--- config.mk ---
export PLATFORM = sky130hd
export DESIGN_NAME = i2s_dac_tx
export DESIGN_NICKNAME = d
export VERILOG_FILES = /design/src/rtl/i2s_pkg.sv /design/src/rtl/i2s_tx_fifo.sv /design/src/rtl/i2s_dac_tx.sv
export SDC_FILE = /design/constraint.sdc
export NUM_CORES = 1
export LEC_CHECK = 0
export CAP_MARGIN = 20
export CORE_MARGIN = 2
export CORE_UTILIZATION = 35
export DETAILED_ROUTE_END_ITERATION = 10
export PLACE_DENSITY = 0.52
export SLEW_MARGIN = 20
export SYNTH_ARGS = -nofsm -noshare
export SYNTH_HDL_FRONTEND = slang
export SYNTH_HIERARCHICAL = 1
export SYNTH_SLANG_ARGS = --single-unit
--- constraint.sdc ---
create_clock -name clk -period 9 [get_ports clk]
set_input_delay 1.8 -clock clk [delete_from_list [all_inputs] [get_ports clk]]
set_output_delay 1.8 -clock clk [all_outputs]
set_load 0.005 [all_outputs]
--- src/rtl/i2s_pkg.sv ---
// Shared constants and types for the I2S DAC transmit path.
package i2s_pkg;

    localparam int DEF_DATA_WIDTH = 24;
    localparam int DEF_FIFO_DEPTH = 8;

    localparam logic LRCK_LEFT  = 1'b0;
    localparam logic LRCK_RIGHT = 1'b1;

    typedef logic [DEF_DATA_WIDTH-1:0] sample_t;

endpackage

--- src/rtl/i2s_tx_fifo.sv ---
// Per-channel synchronous sample FIFO; a pop on empty yields zero and flags underflow.
module i2s_tx_fifo #(
    parameter int WIDTH = 24,
    parameter int DEPTH = 8
) (
    input  logic                     clk,
    input  logic                     reset,
    input  logic                     push,
    input  logic [WIDTH-1:0]         push_data,
    input  logic                     pop,
    output logic [WIDTH-1:0]         pop_data,
    output logic                     full,
    output logic                     empty,
    output logic [$clog2(DEPTH):0]   count,
    output logic                     underflow
);

    localparam int AW = $clog2(DEPTH);
    localparam logic [AW:0] DEPTH_CNT = DEPTH[AW:0];

    logic [WIDTH-1:0] mem [DEPTH];
    logic [AW-1:0]    wr_ptr;
    logic [AW-1:0]    rd_ptr;
    logic [AW:0]      cnt;
    logic             do_push;
    logic             do_pop;

    assign do_push   = push && !full;
    assign do_pop    = pop && !empty;
    assign full      = (cnt == DEPTH_CNT);
    assign empty     = (cnt == '0);
    assign count     = cnt;
    assign underflow = pop && empty;
    assign pop_data  = empty ? '0 : mem[rd_ptr];

    always_ff @(posedge clk) begin
        if (do_push) begin
            mem[wr_ptr] <= push_data;
        end
    end

    // Pointers are exactly AW bits wide, so DEPTH being a power of two makes them wrap for free.
    always_ff @(posedge clk) begin
        if (reset) begin
            wr_ptr <= '0;
            rd_ptr <= '0;
            cnt    <= '0;
        end else begin
            if (do_push) begin
                wr_ptr <= wr_ptr + 1'b1;
            end
            if (do_pop) begin
                rd_ptr <= rd_ptr + 1'b1;
            end
            case ({do_push, do_pop})
                2'b10:   cnt <= cnt + 1'b1;
                2'b01:   cnt <= cnt - 1'b1;
                default: cnt <= cnt;
            endcase
        end
    end

endmodule

--- src/rtl/i2s_dac_tx.sv ---
// I2S DAC transmitter: buffers left/right samples and shifts them out on codec BCLK/DACLRCK.
// Define I2S_DAC_TX_LJ_EN for left-justified framing (no one-bit delay after the LRCK edge).
module i2s_dac_tx
    import i2s_pkg::*;
#(
    parameter int DATA_WIDTH = DEF_DATA_WIDTH,
    parameter int FIFO_DEPTH = DEF_FIFO_DEPTH
) (
    input  logic                  clk,
    input  logic                  reset,
    input  logic [DATA_WIDTH-1:0] left_sink_data,
    input  logic                  left_sink_valid,
    output logic                  left_sink_ready,
    input  logic [DATA_WIDTH-1:0] right_sink_data,
    input  logic                  right_sink_valid,
    output logic                  right_sink_ready,
    input  logic                  BCLK,
    input  logic                  DACLRCK,
    output logic                  DACDAT,
    output logic                  underflow
);

    localparam int CW = $clog2(DATA_WIDTH + 1);
    localparam logic [CW-1:0] BIT_MAX = CW'(DATA_WIDTH);

    logic                  bclk_q1, bclk_q2;
    logic                  lrck_q1, lrck_q2;
    logic                  bclk_fall;
    logic                  lrck_cur;
    logic                  lrck_q;
    logic                  lrck_seen;
    logic                  slot_start;
    logic [CW-1:0]         bit_cnt;
    logic [DATA_WIDTH-1:0] shreg;

    logic                  left_full, right_full;
    logic                  left_empty, right_empty;
    logic                  left_pop, right_pop;
    logic                  left_under, right_under;
    logic [DATA_WIDTH-1:0] left_pop_data, right_pop_data;
    logic [DATA_WIDTH-1:0] popped;
    logic [$clog2(FIFO_DEPTH):0] left_count, right_count;
    logic                  unused_fifo_status;

    assign bclk_fall  = bclk_q2 & ~bclk_q1;
    assign lrck_cur   = lrck_q2;
    assign slot_start = bclk_fall && lrck_seen && (lrck_cur != lrck_q);
    assign left_pop   = slot_start && (lrck_cur == LRCK_LEFT);
    assign right_pop  = slot_start && (lrck_cur == LRCK_RIGHT);
    assign popped     = (lrck_cur == LRCK_RIGHT) ? right_pop_data : left_pop_data;

    assign left_sink_ready  = !left_full;
    assign right_sink_ready = !right_full;

    assign unused_fifo_status = ^{left_count, right_count, left_empty, right_empty};

    i2s_tx_fifo #(.WIDTH(DATA_WIDTH), .DEPTH(FIFO_DEPTH)) u_left_fifo (
        .clk       (clk),
        .reset     (reset),
        .push      (left_sink_valid),
        .push_data (left_sink_data),
        .pop       (left_pop),
        .pop_data  (left_pop_data),
        .full      (left_full),
        .empty     (left_empty),
        .count     (left_count),
        .underflow (left_under)
    );

    i2s_tx_fifo #(.WIDTH(DATA_WIDTH), .DEPTH(FIFO_DEPTH)) u_right_fifo (
        .clk       (clk),
        .reset     (reset),
        .push      (right_sink_valid),
        .push_data (right_sink_data),
        .pop       (right_pop),
        .pop_data  (right_pop_data),
        .full      (right_full),
        .empty     (right_empty),
        .count     (right_count),
        .underflow (right_under)
    );

    // The very first BCLK fall only learns the current LRCK level, so a slot is never started mid-frame.
    always_ff @(posedge clk) begin
        if (reset) begin
            bclk_q1   <= 1'b0;
            bclk_q2   <= 1'b0;
            lrck_q1   <= 1'b0;
            lrck_q2   <= 1'b0;
            lrck_q    <= 1'b0;
            lrck_seen <= 1'b0;
            bit_cnt   <= BIT_MAX;
            shreg     <= '0;
            DACDAT    <= 1'b0;
            underflow <= 1'b0;
        end else begin
            bclk_q1 <= BCLK;
            bclk_q2 <= bclk_q1;
            lrck_q1 <= DACLRCK;
            lrck_q2 <= lrck_q1;
            if (bclk_fall) begin
                lrck_q    <= lrck_cur;
                lrck_seen <= 1'b1;
                if (slot_start) begin
                    if (left_under || right_under) begin
                        underflow <= 1'b1;
                    end
`ifdef I2S_DAC_TX_LJ_EN
                    DACDAT  <= popped[DATA_WIDTH-1];
                    shreg   <= {popped[DATA_WIDTH-2:0], 1'b0};
                    bit_cnt <= CW'(1);
`else
                    DACDAT  <= 1'b0;
                    shreg   <= popped;
                    bit_cnt <= '0;
`endif
                end else if (bit_cnt < BIT_MAX) begin
                    DACDAT  <= shreg[DATA_WIDTH-1];
                    shreg   <= {shreg[DATA_WIDTH-2:0], 1'b0};
                    bit_cnt <= bit_cnt + 1'b1;
                end else begin
                    DACDAT <= 1'b0;
                end
            end
        end
    end

endmodule

==> flow_metrics.env <==
export IMPL_place_hpwl_microns=23100
export IMPL_clkLatencyLatePin_ps=590
export IMPL_synth_seq_area_share_pct=70.8
export IMPL_nFillCells=4538
export IMPL_grt_pass1_wl_microns=58800
export IMPL_hold_path_class="flop to flop"
export IMPL_die_area_sq_um=53400
export IMPL_cts_hold_buf=0
export IMPL_syn_inst=986
export IMPL_yosysWarnings=6
export IMPL_dpl_instance_area_sq_um=19500
export IMPL_synth_edf_count=384
export IMPL_antenna_found_initial=0
export IMPL_synth_seq_cells=447
export IMPL_worstPathMaxFanout=7
export IMPL_syn2layout_area_growth_pct=16.1
export IMPL_nets=1126
export IMPL_cp_end_kind="primary output"
export IMPL_ys_types=53
export IMPL_cts_sinks=447
export IMPL_relSlewSlack_pct=26.2
export IMPL_antenna_left=0
export IMPL_tritoncts="yes"
export IMPL_cap_viol_max_count=0
export IMPL_hold_viol_final=0
export IMPL_rows=83
export IMPL_drc=0
export IMPL_vias=9040
export IMPL_postCtsResizedCells=0
export IMPL_min_period_ps=4060
export IMPL_max_vdd_ir_drop_uv=125
export IMPL_worst_pin_slew_ps=1100
export IMPL_io_buffers=57
export IMPL_tns_ps=0
export IMPL_status="finished, final reports clean"
export IMPL_gp_congestion=0.713
export IMPL_clock_path_buffers=3
export IMPL_numCtsBuffers=48
export IMPL_gr_total_overflow=0
export IMPL_setup_violations=0
export IMPL_grt_pass1_vias=9320
export IMPL_mappedNetlistArea_sq_um=18100
export IMPL_wl_per_cell_microns=21.8
export IMPL_post_cts_setup_buffer_count=0
export IMPL_leakagePower_nw=6.37
export IMPL_cts_root_buf="clkbuf_16"
export IMPL_syn_nets=1051
export IMPL_crit_required_ps=7200
export IMPL_synth_async_sr_flop_share_pct=0
export IMPL_die_x_microns=231
export IMPL_ys_flop_type="edfxtp_1"
export IMPL_fin_skew_ps=26.8
export IMPL_drt_iter0_drc=633
export IMPL_grt_usage_pct=14.7
export IMPL_coreArea_sq_um=51200
export IMPL_layout_common_cells="edfxtp_1 (384), mux4_2 (96), nor2_1 (69)"
export IMPL_h_tree_depth=2
export IMPL_syn_avg_cell_area_sq_um=18.3
export IMPL_drt_pass1_iter_count=4
export IMPL_power_density_nw_per_um2=211
export IMPL_rsz0062_at_grt="false"
export IMPL_grt_max_degree=60
export IMPL_wl_microns=38700
export IMPL_slew_viol_final=0
export IMPL_clk_pin_slew_ps=60
export IMPL_crit_arrival_ps=2260
export IMPL_max_freq_ghz=0.246
export IMPL_worst_setup_path_type="flop to primary output"
export IMPL_io_pins=58
export IMPL_antenna_cells=0
export IMPL_drive_gt1_share_pct=22.9
export IMPL_period_share_pct=45.2
export IMPL_viasPerCell=5.09
export IMPL_start_util_pct=35.3
export IMPL_startpoint_type="flop"
export IMPL_die_height_microns=231
export IMPL_final_common_cell="edfxtp_1"
export IMPL_final_cell_area_sq_um=21000
## routing by layer
layer	share of wire (%)	global-route usage, %
met4	2.2	4.07
met1	46	20.4
met5	0	0
met2	48	23.8
met3	3.4	2.50
## state kept, by name, summed over array words and instances, names as in the netlist, named ones only
name	count
u_left_fifo/count	4
u_right_fifo/count	4
underflow	1
lrck_q	1
shreg	24
bclk_q2	1
DACDAT	1
lrck_q1	1
u_right_fifo/mem	192
lrck_seen	1
lrck_cur	1
u_left_fifo/rd_ptr	3
u_right_fifo/rd_ptr	3
u_right_fifo/wr_ptr	3
bit_cnt	5
u_left_fifo/mem	192
bclk_q1	1
u_left_fifo/wr_ptr	3
## per-stage QoR
step                      util [%]  hold slack (ps)  worst slack, ps  power, mW  cells
after floorplan                  -              414             4350       2.46    986
after global placement        38.0              420             4820       2.56   1691
after detailed placement      38.0              425             4720       2.57   1691
after CTS                     41.0              438             4900       4.49   1777
after global routing          41.0              446             4850       4.57   1777
final                         41.0              435             4940       4.43   1777
## final cells by class
class | count | area (sq um) | area share, %
sequential | 447 | 12800 | 61.0
multi-input combinational | 467 | 4960 | 23.6
clock buffer | 58 | 1240 | 5.90
tap | 680 | 851 | 4.06
timing repair buffer | 91 | 821 | 3.91
clock inverter | 28 | 282 | 1.34
inverter | 6 | 22.5 | 0.107
## power by group
group	internal (mW)	total [mW]	switching (mW)
combinational	0.0734	0.202	0.128
clock	1.10	1.91	0.810
sequential	2.30	2.31	0.0176
total	3.47	4.43	0.956
## kinds of logic (layout without fill, tap and decap cells)
| logic type | count (synthesis) | in the layout | share of synthesized area (%) |
|---|---|---|---|
| DFF | 447 | 447 | 70.8 |
| and+or+nand+nor | 190 | 190 | 5.65 |
| muxes | 152 | 152 | 15.1 |
| AOI/OAI and AO/OA | 99 | 99 | 4.74 |
| buffers and inverters | 72 | 183 | 2.12 |
| xor gates and xnor gates | 15 | 15 | 0.810 |
| adders and majority gates | 11 | 11 | 0.762 |
## worst max-delay path, cell delays in order, from the launching register on
cell             delay (ps)
dfxtp_1                 390
or4b_1                  730
inv_1                   110
inv_1                    40
clkdlybuf4s50_1         430
## Yosys cell counts (all sizes together) (12+ instances only)
library cell	n	share of area, %
a2111oi	23	1.2
a21oi	13	0.40
a311oi	23	1.7
buf	31	1.3
clkbuf	35	0.73
dfxtp	63	7.0
edfxtp	384	64
mux2i	52	2.9
mux4	96	12
nand2	12	0.47
nand3	31	0.89
nor2	75	1.6
nor2b	32	1.1
o21ai	27	0.75
xor2	12	0.62
## final timing paths
check,start,to,slack [ps],depth (start not counted)
hold reg to reg,lrck_q1,lrck_cur,440,1
setup / recovery,u_left_fifo/count[1],left_sink_ready,4940,4
setup reg to reg,lrck_cur,u_right_fifo/count[2],5690,10
hold / removal,lrck_q1,lrck_cur,440,1
Note: power is estimated with default switching activity, not from simulation.
